===== src/rtl/usb_tx_sched.sv =====
// ----------------------------------------------------------------------------
// usb_tx_sched
//
// Transmit-side scheduler for the single DP/DM write path. It arbitrates
// between the token, data and handshake encoders. The grant stays with one
// source for a whole packet. The block drives the writer's bitstream,
// bitstream-ready and packet-type inputs. After the last data bit it times
// the EOP/J tail, then holds an idle gap before the next grant.
//
// Build option:
//   USB_SCHED_RR_EN  when defined, hs keeps absolute priority and tok/data
//                    ties alternate using a last-winner flag. The flag resets
//                    to "data last", so tok wins the first tie. When the macro
//                    is undefined, priority is fixed at hs > tok > data.
//
// Ports:
//   clk             system clock
//   rst_b           synchronous active-low reset
//   tok_req         token source has a packet pending
//   data_req        data source has a packet pending
//   hs_req          handshake source has a packet pending
//   tok_bit         token source's current serial bit
//   data_bit        data source's current serial bit
//   hs_bit          handshake source's current serial bit
//   tok_gnt         token source owns the writer
//   data_gnt        data source owns the writer
//   hs_gnt          handshake source owns the writer
//   bit_adv         granted source shifts to its next bit on this edge
//   bstr_out        bit to the DP/DM writer
//   bstr_out_ready  writer packet window (packet bits plus tail)
//   p_type          00 none, 01 token, 10 data, 11 handshake
//   busy            scheduler is not idle
//   pkt_done        one-cycle pulse on the last tail cycle
//
// Handshake: a source raises *_req and holds it until it sees its *_gnt
// fall. While *_gnt is high, the source presents its current bit on *_bit.
// It advances to the next bit on every clock edge where bit_adv is high.
// Requests are sampled only in IDLE and are never queued internally.
// ----------------------------------------------------------------------------
module usb_tx_sched #(
    parameter int TOK_BITS  = 28,
    parameter int DATA_BITS = 92,
    parameter int HS_BITS   = 12,
    parameter int TAIL_BITS = 3,
    parameter int GAP_BITS  = 2
) (
    input  logic       clk,
    input  logic       rst_b,
    input  logic       tok_req,
    input  logic       data_req,
    input  logic       hs_req,
    input  logic       tok_bit,
    input  logic       data_bit,
    input  logic       hs_bit,
    output logic       tok_gnt,
    output logic       data_gnt,
    output logic       hs_gnt,
    output logic       bit_adv,
    output logic       bstr_out,
    output logic       bstr_out_ready,
    output logic [1:0] p_type,
    output logic       busy,
    output logic       pkt_done
);

    typedef enum logic [1:0] {
        IDLE = 2'd0,
        SEND = 2'd1,
        TAIL = 2'd2,
        GAP  = 2'd3
    } state_t;

    localparam logic [1:0] PT_NONE = 2'b00;
    localparam logic [1:0] PT_TOK  = 2'b01;
    localparam logic [1:0] PT_DATA = 2'b10;
    localparam logic [1:0] PT_HS   = 2'b11;

    localparam logic [6:0] TOK_LEN   = 7'(TOK_BITS);
    localparam logic [6:0] DATA_LEN  = 7'(DATA_BITS);
    localparam logic [6:0] HS_LEN    = 7'(HS_BITS);
    localparam logic [6:0] TAIL_LAST = 7'(TAIL_BITS - 1);
    localparam logic [6:0] GAP_LAST  = 7'(GAP_BITS - 1);

    state_t     state_q, state_d;
    logic [6:0] cnt_q, cnt_d;
    logic [6:0] len_q, len_d;
    // The registered packet type also encodes the grant owner. It is cleared
    // on entry to GAP, so the grants and p_type drop together.
    logic [1:0] ptype_q, ptype_d;

    logic [1:0] win;
    logic [6:0] win_len;

`ifdef USB_SCHED_RR_EN
    // 1: tok won the last tok/data arbitration, 0: data did (reset value).
    logic last_tok_q;

    always_comb begin
        win = PT_NONE;
        if (hs_req)                    win = PT_HS;
        else if (tok_req && data_req)  win = last_tok_q ? PT_DATA : PT_TOK;
        else if (tok_req)              win = PT_TOK;
        else if (data_req)             win = PT_DATA;
    end

    always_ff @(posedge clk) begin
        if (!rst_b) begin
            last_tok_q <= 1'b0;
        end else if (state_q == IDLE && (win == PT_TOK || win == PT_DATA)) begin
            last_tok_q <= (win == PT_TOK);
        end
    end
`else
    always_comb begin
        win = PT_NONE;
        if (hs_req)        win = PT_HS;
        else if (tok_req)  win = PT_TOK;
        else if (data_req) win = PT_DATA;
    end
`endif

    always_comb begin
        case (win)
            PT_TOK:  win_len = TOK_LEN;
            PT_DATA: win_len = DATA_LEN;
            PT_HS:   win_len = HS_LEN;
            default: win_len = 7'd0;
        endcase
    end

    always_ff @(posedge clk) begin
        if (!rst_b) begin
            state_q <= IDLE;
            cnt_q   <= 7'd0;
            len_q   <= 7'd0;
            ptype_q <= PT_NONE;
        end else begin
            state_q <= state_d;
            cnt_q   <= cnt_d;
            len_q   <= len_d;
            ptype_q <= ptype_d;
        end
    end

    always_comb begin
        state_d = state_q;
        cnt_d   = cnt_q;
        len_d   = len_q;
        ptype_d = ptype_q;
        case (state_q)
            IDLE: begin
                if (win != PT_NONE) begin
                    state_d = SEND;
                    ptype_d = win;
                    len_d   = win_len;
                    cnt_d   = 7'd0;
                end
            end
            SEND: begin
                cnt_d = cnt_q + 7'd1;
                if (cnt_q == len_q - 7'd1) begin
                    state_d = TAIL;
                    cnt_d   = 7'd0;
                end
            end
            TAIL: begin
                cnt_d = cnt_q + 7'd1;
                if (cnt_q == TAIL_LAST) begin
                    state_d = GAP;
                    cnt_d   = 7'd0;
                    ptype_d = PT_NONE;
                end
            end
            GAP: begin
                cnt_d = cnt_q + 7'd1;
                if (cnt_q == GAP_LAST) begin
                    state_d = IDLE;
                    cnt_d   = 7'd0;
                end
            end
            default: begin
                state_d = IDLE;
                cnt_d   = 7'd0;
                ptype_d = PT_NONE;
            end
        endcase
    end

    always_comb begin
        tok_gnt        = (ptype_q == PT_TOK);
        data_gnt       = (ptype_q == PT_DATA);
        hs_gnt         = (ptype_q == PT_HS);
        p_type         = ptype_q;
        busy           = (state_q != IDLE);
        bit_adv        = 1'b0;
        bstr_out       = 1'b0;
        bstr_out_ready = 1'b0;
        pkt_done       = 1'b0;
        case (state_q)
            SEND: begin
                bit_adv        = 1'b1;
                bstr_out_ready = 1'b1;
                case (ptype_q)
                    PT_TOK:  bstr_out = tok_bit;
                    PT_DATA: bstr_out = data_bit;
                    PT_HS:   bstr_out = hs_bit;
                    default: bstr_out = 1'b0;
                endcase
            end
            TAIL: begin
                // SE0/J tail: the writer forms the line state; data stays 0.
                bstr_out_ready = 1'b1;
                pkt_done       = (cnt_q == TAIL_LAST);
            end
            default: begin
                bstr_out_ready = 1'b0;
            end
        endcase
    end

endmodule


===== config.mk =====
export PLATFORM = sky130hd
export DESIGN_NAME = usb_tx_sched
export DESIGN_NICKNAME = d
export VERILOG_FILES = /design/src/rtl/usb_tx_sched.sv
export SDC_FILE = /design/constraint.sdc
export NUM_CORES = 1
export LEC_CHECK = 0
export ABC_AREA = 1
export CAP_MARGIN = 20
export CORE_MARGIN = 1.5
export CORE_UTILIZATION = 45
export CTS_CLUSTER_DIAMETER = 60
export DETAILED_ROUTE_END_ITERATION = 10
export GPL_ROUTABILITY_DRIVEN = 0
export PLACE_DENSITY = 0.7
export SYNTH_ARGS = -nofsm -noshare
export SYNTH_HDL_FRONTEND = slang
export SYNTH_SLANG_ARGS = --single-unit

===== constraint.sdc =====
create_clock -name clk -period 3.3 [get_ports clk]
set_input_delay 0.495 -clock clk [delete_from_list [all_inputs] [get_ports clk]]
set_output_delay 0.495 -clock clk [all_outputs]
set_load 0.005 [all_outputs]

=== After elaboration in Yosys (flattened, before gate mapping) ===
Cells that the tools add are included.
W data, S select, Z words.

* Bits in registers: 18
* Output and inout bits: 10
* Bits of input ports: 8
* Logic and storage cells: 52

* Add/sub/neg operators: 2
* Multiplexer cells: 22
* Equality and inequality tests: 16
* Reduce and logical (&&, ||, !) cells: 8

{| class="wikitable"
|+ Operators by type and width
! cell !! count
|-
| $mux W7 || 4
|-
| $pmux W7 S4 || 1
|-
| $pmux W7 S3 || 1
|-
| $mux W2 || 9
|-
| $eq A2 B2 Y1 const B || 6
|-
| $ne A2 B2 Y1 const B || 4
|-
| $pmux W2 S4 || 1
|-
| $add A7 B1 Y7 const B || 1
|-
| $eq A7 B1 Y1 const B || 1
|-
| $eq A7 B2 Y1 const B || 1
|-
| $eq A7 B7 Y1 || 1
|-
| $sub A7 B1 Y7 const B || 1
|-
| $eq A2 B1 Y1 const B || 3
|-
| $reduce_bool A2 Y1 || 3
|-
| $mux W1 || 4
|-
| $pmux W2 S2 || 1
|-
| $reduce_and A4 Y1 || 1
|-
| $pmux W1 S3 || 1
|-
| $reduce_and A3 Y1 || 1
|-
| $logic_not A2 Y1 || 1
|-
| $reduce_and A2 Y1 || 1
|-
| $reduce_or A2 Y1 || 1
|}

=== Depth between registers and ports, before layout ===
Gate-level depths: netlist of run 1.

* Word-level depth: 6
* Mapped depth: 12
* Depth with buffers taken out: 12

=== Least setup slack after synthesis of run 1 ===
Ideal clock, no wire load.

* Kind: input to register
* From: input port tok_req
* To: register ptype_q[0], in the netlist p_type[0]
* Buffers on the path: 0
* Path slack: 1.751 ns
* Data required time: 3.183 ns
* Setup time: 0.117 ns
* Arrival: 1.432 ns
* Cell stages on the path: 9
* Cells stage by stage: inv_1 > a21oi_1 > ha_1 > nand2_1 > inv_1 > nor3_2 > o21ai_0 > o21ai_0 > nor2_1

* Cells in the longest elaborated chain, start to end: 5
* Elaborated cells between the ends (all ways): 7
* Classes of those cells: eq/ne (1); mux (4); reduce/logical (2)

{| class="wikitable"
|+ Ends and longest elaborated chain
! item !! line !! source
|-
| start: declaration || 49 || <nowiki>input logic tok_req,</nowiki>
|-
| $mux W2 * || 117 || <nowiki>else if (tok_req) win = PT_TOK;</nowiki>
|-
| $mux W2 * || 116 || <nowiki>if (hs_req) win = PT_HS;</nowiki>
|-
| $reduce_bool A2 Y1 || 152 || <nowiki>if (win != PT_NONE) begin</nowiki>
|-
| $ne A2 B2 Y1 (no source line) || -- ||
|-
| $reduce_and A3 Y1 (no source line) || -- ||
|-
| end signal: assignment || 141 || <nowiki>ptype_q <= ptype_d;</nowiki>
|-
| end: declaration || 89 || <nowiki>logic [1:0] ptype_q, ptype_d;</nowiki>
|}

Mark *: on every way between the ends. The rest lies on a longest branch, timed or not. The select of a mux whose other input is x is not followed.
A chain may end at the register's enable or synchronous reset.

=== Final worst setup path of run 1 ===
* From: register state_q[0]
* To: output port busy

* Cells in the longest elaborated chain, start to end: 1

{| class="wikitable"
|+ Ends and longest elaborated chain
! item !! line !! source
|-
| start: declaration || 84 || <nowiki>state_t state_q, state_d;</nowiki>
|-
| start signal: assignment || 138 || <nowiki>state_q <= state_d;</nowiki>
|-
| $reduce_bool A2 Y1 || 194 || <nowiki>busy = (state_q != IDLE);</nowiki>
|-
| end: declaration || 62 || <nowiki>output logic busy,</nowiki>
|}

Every way passes these cells.

==> results of run 1 <==
state kept, by name, summed over array words and instances, names as in the netlist:
name	cells
len_q	3
cnt_q	7
p_type	2
state_q	2
placed cells by master (no fill, tap or decap), types with 3 or more instances in the layout:
cell / n
nand2_1: 39
inv_1: 27
clkdlybuf4s50_1: 17
nor2_1: 14
dfxtp_1: 14
a21oi_1: 13
nand3_1: 12
ha_1: 11
o21ai_0: 6
nand2_2: 3
xor2_1: 3
clkbuf_4: 3
worst max-delay path, delay by kind of cell, from the launching register on:
kind       cells  cell delay (ns)
flops          1             0.34
fa+ha+maj      1             0.26
buf+inv        3             0.86
layer usage:
| metal | part of all wire (%) | GRT usage (%) |
|---|---|---|
| met2 | 47 | 32.5 |
| met3 | 3.1 | 2.68 |
| met4 | 1.4 | 9.46 |
| met1 | 48 | 26.9 |
| met5 | 0 | 0 |
final cells by class:
cell class	count	area, um2
Timing Repair Buffer	17	170
Multi-Input combinational cell	109	604
Sequential cell	14	280
Fill cell	236	948
Inverter	29	109
Clock buffer	3	22.5
Tap cell	28	35.0
final timing paths:
path,start,depth (start not counted),to
max reg2reg,state_q[0],8,p_type[0]
min,len_q[6],2,len_q[6]
min reg2reg,len_q[6],2,len_q[6]
max,state_q[0],4,busy
power groups by stage:
stage | sequential, uW | combinational, uW | clock [uW]
global placement | 247 | 447 | 0
finish | 245 | 454 | 99.1
global route | 251 | 528 | 108
detailed placement | 248 | 454 | 0
floorplan | 243 | 290 | 0
CTS | 245 | 458 | 102
per-stage QoR:
stage | util [%] | power [uW]
final | 56.3 | 798
after global placement | 55.2 | 694
after floorplan | - | 533
after detailed placement | 55.2 | 703
after global routing | 56.3 | 888
after CTS | 56.3 | 805
cells by family (layout without fill, tap and decap cells):
kind of cell               Yosys count  count (layout)
AOI/OAI and AO/OA                   20              20
xor gates and xnor gates             3               3
adders and majority gates           11              11
buffers and inverters               31              49
DFF                                 14              14
and+or+nand+nor                     75              75
==> results.md, run 1 <==
* Complex-gate fraction of the synthesized area at 10.1%
* Die Width at 50.5 um
* Largest family of logic cells by synthesized area: simple AND/OR/NAND/NOR gates
* Post_cts resized at 0
* R2r setup slk at 1.67 ns
* Post-CTS Setup Inserts at 0
* Largest cells by area after synthesis: dfxtp_1 (28%), nand2_1 (14%), ha_1 (14%)
* Worst Path Max Fanout at 8
* IO buf count at 17
* Startpoint Class: register
* Post-Syn Area at between 1000 and 1500 um2
* Switch Pwr at ~340 uW
* Most frequent cell after synthesis: nand2_1
* Layout cells sized above 1 at around 7.6%
* Num CTS Buffers at 3
* Sw Ratio at ~42%
* Htree depth at 1
* DR WL/cell at about 11 um
* Initial Util at 46.8%
* Number of global-route vias before repair at 970
* Initial antenna violation count at 0
* Adder-cell share of the synthesized area at 13.5%
* Clock Sinks at 14
* P per Cell Area at 654 nW/um2
* Post-synth ARST share at 0%
* Crit path max-delay cell type: clkdlybuf4s50_1
* Clock skew at 0.00558 ns
* Synth Area in Simple Gates at 33.3%
* Largest net degree at the start of global routing at 10
* Grt total ovfl at 0
* Fmax at around 0.45 GHz
* WL final at about 2200 um
* Synthesis Warnings at 0
* DR vias/cell at 4.92
* Placed cell count at between 150 and 200
* Clock power frac at 12.4%
* Register share of total power at between 30% and 40%
* RSZ-0062 raised after global routing: no
* Dpl ws at 1.10 ns
* Slew Viols, Final at 0
* Post-synthesis cell type count at 19
* Post-DP HPWL at approximately 1700 um
* Layout area overhead at 20.2%
* CTS tree: built
* # diodes at 0
* WP data arrival at ~1.7 ns
* Antenna Nets Post-Route at 0
* Sequential area share after synthesis at 27.6%
* Ys flop type: dfxtp_1
* Area share of the largest cell type after synthesis at 27.6%
* Fin Setup TNS at 0 ns
* Worst-Margin Slew at roughly 0.35 ns
* Final setup viols at 0
* Total track usage at 20.3%
* First-pass GRT wire length at about 4000 um
* Max incr delay on CP at roughly 0.51 ns
* Clock slew seen by the registers of the worst setup and hold paths at 0.09 ns
* Syn nets at roughly 170
* # rows at 17
* Average cell area after synthesis at 6.60 um2
* Most frequent cells after synthesis: nand2_1 (39), inv_1 (27), dfxtp_1 (14), nor2_1 (14), a21oi_1 (13)
* Hold crit path type: register to register
* Cell Chain, Critical Path: inv_1 > ha_1 > clkinv_1 > clkdlybuf4s50_1
* Synthesized flop and latch total at 14
* Post-layout minimum cycle time at 2.23 ns
* Final WS setup at approximately 1.1 ns
* Pint at between 400 and 500 uW
* 1st-pass router iterations at 4
* Leak at approximately 0.00056 uW
* Comb power frac at 56.9%
* Post-synth EDFFs at 0
* Mux share of post-synthesis cell area at 0%
* Final instance area at between 1000 and 1500 um2
* Endpoints failing hold at 0
* Clock latency on the worst-skew pair at 0.28 ns
* # Max-Cap Violations at 0
* Cell taking the most area after synthesis: dfxtp_1
* CTS max path bufs at 2
* CP endpoint kind: output pin
* Initial detailed-routing violation count at 27
* Placed cell area at 1200 um2
* Core Area at 2170 um2
* Slew HR at between 70% and 80%
* I/O pin total at 18
* # DRC at 0
* VDD IR max at 0.404 mV
* Via count at approximately 980
* Cells after Synth at approximately 150
* Outcome: finished clean
* Crit Path Class: register to output pin
* Post-Layout Cell Count at 200
* Hold-fix buffers at CTS at 0
* Worst path required time at 2.80 ns
* Xor/xnor cell area share of the yosys netlist at between 2 and 3%
* Die area at 2550 um2
* Final period utilization at 67.7%
* Chip height at 50.5 um
* Nets@finish at 193
* Worst hold margin at 0.479 ns
* CTS root buf: clkbuf_4
No activity file was read; power rests on OpenSTA's default activity.
==> run 2, diff against run 1 <==
- PLACE_DENSITY: 0.7 -> 0.73
- clock period: 3.3 -> 1.8 ns (I/O delays scaled with it)
==> run 2 against run 1 <==
Effect of this change: register-to-register slack got worse by 1.5 ns; final cell count rose by 3.5%; worst setup slack got worse by 0.99 ns; design area rose by 8.0%; count of clock-buffer cells in the layout rose by 1; flip-flop and latch count did not move; first-iteration DRC count fell by 48%; worst hold slack improved by 0.0046 ns; via count rose by 2.4%.
==> results.md, run 2 (synthesized netlist as in run 1, its figures left out) <==
* Outcome: finished clean
* # Max-Cap Violations at 0 (unchanged)
* I/O pin total at 18 (unchanged)
* Largest Register: cnt_q
* Max reg flops at 7 (unchanged)
* Crit path buf inv count at 2 (-1)
* Chip height at 50.5 um (unchanged)
* VDD IR max at 0.839 mV (+110%)
* Num CTS Buffers at 3 (unchanged)
* Final-layout fill cell count at 224 (-5.1%)
* Slew Viols, Final at 0 (unchanged)
* Fin Setup TNS at 0 ns (unchanged)
* Worst path required time at 1.53 ns (-1.27 ns)
* Worst Path Max Fanout at 3 (-5)
* Largest net degree at the start of global routing at 10 (unchanged)
* Via count at 1007 (+2.4%)
* Worst hold margin at 0.483 ns (+0.00464 ns)
* Worst path top cell family by delay: buffers and inverters
* Layout cells sized above 1 at 18.4% (+11 points)
* Met2 usage in global routing at 33.8% (+1.3 points)
* CP endpoint kind: output pin
* IO buf count at 17 (unchanged)
* Met1 Use GR at 25.1% (-1.8 points)
* WL final at 2330 um (+6.3%)
* DR vias/cell at 4.86 (-1.0%)
* Most Used Layer, Global Route: met2
* Layout area overhead at 29.8%
* # rows at 17 (unchanged)
* WP data arrival at 1.46 ns (-0.28 ns)
* CTS max path bufs at 2 (unchanged)
* Total power at 1640 uW (+110%)
* Commonest non-fill, non-tap cells in the layout: nand2_1 (39), inv_1 (24), clkdlybuf4s50_1 (15), a21oi_1 (13)
* Total track usage at 19.8% (-0.41 points)
* RSZ-0062 raised after global routing: no
* Cell Chain, Critical Path: inv_2 > ha_4 > clkdlybuf4s50_1
* # DRC at 0 (unchanged)
* Fmax at 0.579 GHz
* Die area at 2550 um2 (unchanged)
* CTS root buf: clkbuf_4
* Clock slew seen by the registers of the worst setup and hold paths at 0.09 ns (about the same)
* Endpoints failing hold at 0 (unchanged)
* Initial antenna violation count at 0 (unchanged)
* Clock latency on the worst-skew pair at 0.28 ns (about the same)
* # diodes at 0 (unchanged)
* Antenna Nets Post-Route at 0 (unchanged)
* Startpoint Class: register
* Slew HR at 76.4% (about the same)
* Clock skew at 0.00482 ns (-0.000754 ns)
* Grt total ovfl at 0 (unchanged)
* Hold crit path type: register to register
* Post-DP HPWL at 1770 um (+4.5%)
* Nets@finish at 199 (+3.1%)
* Crit Path Class: register to output pin
* Number of global-route vias before repair at 948 (-2.3%)
* First-pass GRT wire length at 3910 um (-3.4%)
* Crit path max-delay cell type: clkdlybuf4s50_1
* GR Layer Usage met3 at 2.68% (unchanged)
* Post-layout minimum cycle time at 1.73 ns
* Placed cell count at 203 (+3.0%)
* Die Width at 50.5 um (unchanged)
* Initial detailed-routing violation count at 14 (-48%)
* Commonest non-fill, non-tap cell in the layout: nand2_1
* Final period utilization at ~96%
* Post-Layout Cell Count at 207 (+3.5%)
* 1st-pass router iterations at 4 (unchanged)
* Max incr delay on CP at 0.49 ns (-0.02 ns)
* Hold-fix buffers at CTS at 0 (unchanged)
* Leak at 0.000619 uW (+10%)
* Final setup viols at 0 (unchanged)
* P per Cell Area at 1250 nW/um2 (+91%)
* Clock Sinks at 14 (unchanged)
* Initial Util at 46.8% (unchanged)
* Worst-Margin Slew at 0.353 ns (-0.000631 ns)
* CTS tree: built
* Core Area at 2170 um2 (unchanged)
* DR WL/cell at 11.3 um (+2.7%)
* Htree depth at 1 (unchanged)
* Biggest regs: cnt_q (7), len_q (3)
-- run 2: cell type report --
cell class,count,area [um2],area share [%]
multi-input cells,109,632,47.9
flip-flops and latches,14,290,22.0
repair buffers,23,216,16.4
inverters,29,109,8.25
clock buffers,4,36.3,2.75
well taps,28,35.0,2.66
-- run 2: worst paths after layout --
| check | from | endpoint | slack [ns] | depth (start not counted) |
|---|---|---|---|---|
| min reg2reg | cnt_q[6] | cnt_q[6] | 0.48 | 2 |
| max | state_q[1] | bstr_out_ready | 0.07 | 3 |
| max reg2reg | len_q[3] | cnt_q[3] | 0.18 | 11 |
| min | cnt_q[6] | cnt_q[6] | 0.48 | 2 |
-- run 2: per-layer routing --
layer	up-vias	routed length, um
li1	527	-
met1	456	1060
met2	20	1150
met3	4	98
met4	0	26
met5	-	0
-- run 2: power by group --
part	switching, uW	leakage, uW	total, uW	internal (uW)
Clock	107	0.0000210	230	123
Combinational	490	0.000482	932	442
Sequential	76.7	0.000117	481	404
Total	674	0.000619	1640	969
-- run 2: worst min-delay path, delay by kind of cell (launching register included) --
| kind | cells | cell delay, ns |
|---|---|---|
| AOI/OAI and AO/OA | 1 | 0.05 |
| DFF | 1 | 0.33 |
| and+or+nand+nor | 1 | 0.06 |
-- run 2: stage by stage --
step / utilization (%) / worst slack, ns / cell area [um2]
2_1_floorplan: - / 0.412 / 1020
3_3_place_gp: 57.3 / 0.0338 / 1240
3_5_place_dp: 57.3 / -0.0737 / 1240
4_1_cts: 59.5 / -0.000442 / 1290
5_1_grt: 60.8 / 0.00594 / 1320
6_report: 60.8 / 0.0734 / 1320
-- run 2: timing repair --
action	in CTS	in global routing
endpoints found under the hold margin	0	0
setup buffers	0	0
resized for setup	8	10
setup endpoints to repair	4	4
pin swaps	0	1
==> run 3, diff against run 2 <==
- CORE_UTILIZATION: 45 -> 46
- GPL_ROUTABILITY_DRIVEN: 0 -> default
- PLACE_DENSITY: 0.73 -> 0.74
==> run 3 against run 2 <==
Effect of this change: utilization is 5.1 points higher; final cell count unchanged; highest routed layer unchanged; die area shrank 2.0%.
==> results.md, run 3 (synthesized netlist as in run 1, its figures left out) <==
* Total track usage at 20.1% (+0.29 points)
* Final period utilization at 96.8% (+0.90 points)
* Chip height at 50.0 um (-1.0%)
* Initial antenna violation count at 0 (unchanged)
* Footprint of the multi-input gates at 637 um2 (+0.79%)
* Clock skew at 0.0101 ns (+0.00532 ns)
* Post-DP HPWL at 1870 um (+5.6%)
* # Max-Cap Violations at 0 (unchanged)
* Share of the core filled with cells at 65.9% (+5.1 points)
* Largest net degree at the start of global routing at 9 (-1)
* CTS tree: built
* Clock latency on the worst-skew pair at 0.28 ns (about the same)
* WL final at 2350 um (+0.86%)
* Cell Chain, Critical Path: inv_2 > ha_4 > clkdlybuf4s50_1
* Final WS setup at 0.0573 ns (-0.0161 ns)
* Endpoints failing hold at 0 (unchanged)
* Biggest regs: cnt_q (7), len_q (3)
* Nets@finish at 200 (+0.50%)
* Htree depth at 1 (unchanged)
* Via count at 1039 (+3.2%)
* Largest Register: cnt_q
* Hold-fix buffers at CTS at 0 (unchanged)
* DR WL/cell at 11.4 um (+0.86%)
* Commonest non-fill, non-tap cells in the layout: nand2_1 (39), inv_1 (25), clkdlybuf4s50_1 (15), a21oi_1 (13)
* I/O pin total at 18 (unchanged)
* Stages on worst setup path at 3 (unchanged)
* Comb power frac at 56.3% (-0.4 points)
* Fmax at 0.574 GHz (-0.93%)
* Core Area at 2020 um2 (-6.8%)
* Register area at 293 um2 (+0.86%)
* Post_cts resized at 7 (-1)
* Register share of total power at 29.5% (+0.2 points)
* Hold crit path type: register to register
* Fin Setup TNS at 0 ns (unchanged)
* CTS max path bufs at 2 (unchanged)
* Startpoint Class: register
* Worst-Margin Slew at 0.265 ns (-0.0873 ns)
* Layout cells sized above 1 at 17.8% (-0.66 points)
* # DRC at 0 (unchanged)
* Number of global-route vias before repair at 960 (+1.3%)
* Clock Sinks at 14 (unchanged)
* IO buf count at 17 (unchanged)
* Crit path buf inv count at 2 (unchanged)
* Crit path max-delay cell type: clkdlybuf4s50_1
* WP data arrival at 1.47 ns (about the same)
* Switch Pwr at 679 uW (+0.74%)
* Final-layout fill cell count at 189 (-16%)
* Die area at 2500 um2 (-2.0%)
* Worst Path Max Fanout at 3 (unchanged)
* CTS root buf: clkbuf_4
* Worst path required time at 1.53 ns (about the same)
* Crit Path Class: register to output pin
* Num CTS Buffers at 3 (unchanged)
* Pint at 977 uW (+0.87%)
* Slew HR at 82.2% (+5.8 points)
* Slew Viols, Final at 0 (unchanged)
* Clock power frac at 14.1% (about the same)
* Routability cong. at 0.864
* Initial detailed-routing violation count at 17 (+3)
* Layout area overhead at 31.2%
* # rows at 16 (-1)
* Die Width at 50.0 um (-1.0%)
* Sw Ratio at 41.0% (about the same)
* Clock slew seen by the registers of the worst setup and hold paths at 0.10 ns (about the same)
* Commonest non-fill, non-tap cell in the layout: nand2_1
* Leak at 0.000627 uW (+1.2%)
* # diodes at 0 (unchanged)
* Grt total ovfl at 0 (unchanged)
* Hold depth at 2 (unchanged)
* RSZ-0062 raised after global routing: yes
* Post-CTS Setup Inserts at 0 (unchanged)
* Worst path top cell family by delay: buffers and inverters
* VDD IR max at 0.994 mV (+19%)
* Total power at 1660 uW (+0.82%)
* P per Cell Area at 1240 nW/um2 (-0.22%)
* Max incr delay on CP at 0.49 ns (about the same)
* DR vias/cell at 5.02 (+3.2%)
* Outcome: finished clean
* Initial Util at 50.2% (+3.4 points)
* Reg2Reg Depth at 10 (-1)
* First-pass GRT wire length at 3960 um (+1.4%)
* Antenna Nets Post-Route at 0 (unchanged)
* Dpl ws at -0.0898 ns (-0.0161 ns)
* CP endpoint kind: output pin
* Max reg flops at 7 (unchanged)
* Post-layout minimum cycle time at 1.74 ns (+0.0161 ns)
* Worst hold margin at 0.486 ns (+0.00204 ns)
* 1st-pass router iterations at 4 (unchanged)
* Final setup viols at 0 (unchanged)
[run 3: metal layers]
metal  track usage (%)  vias to the layer above  share of wire, %
met2              34.2                       17                49
li1                  -                      532                 -
met5                 0                        -                 0
met4              5.56                        0               1.9
met3              2.73                        6               2.3
met1              26.3                      484                46
[run 3: area by class of cell]
type                    instances  share of cell area [%]
clock buffers                   4                    2.72
flip-flops and latches         14                    22.0
multi-input cells             109                    47.8
inverters                      29                    8.17
well taps                      27                    2.54
repair buffers                 24                    16.8
[run 3: power by group through the flow]
stage / Combinational (uW) / Clock, uW / Sequential [uW]
after global routing: 1050 / 255 / 501
after global placement: 850 / 0 / 455
after floorplan: 532 / 0 / 445
after detailed placement: 874 / 0 / 458
after CTS: 885 / 238 / 461
final: 933 / 234 / 490
[run 3: worst paths after layout]
kind              start  slack (ns)        endpoint
min            len_q[6]        0.49        len_q[6]
max reg2reg    cnt_q[1]        0.23        cnt_q[3]
min reg2reg    len_q[6]        0.49        len_q[6]
max          state_q[0]        0.06  bstr_out_ready
[run 3: metrics by stage]
step	cells	area [um2]
2_1_floorplan	154	1020
3_3_place_gp	203	1250
3_5_place_dp	203	1250
4_1_cts	207	1290
5_1_grt	207	1330
6_report	207	1330
[run 3: worst register-to-register path: cells and delay by family (launching register included)]
kind	cells	cell delay, ns
simple gates	7	0.61
flops	1	0.42
fa+ha+maj	1	0.25
compound gates	2	0.18
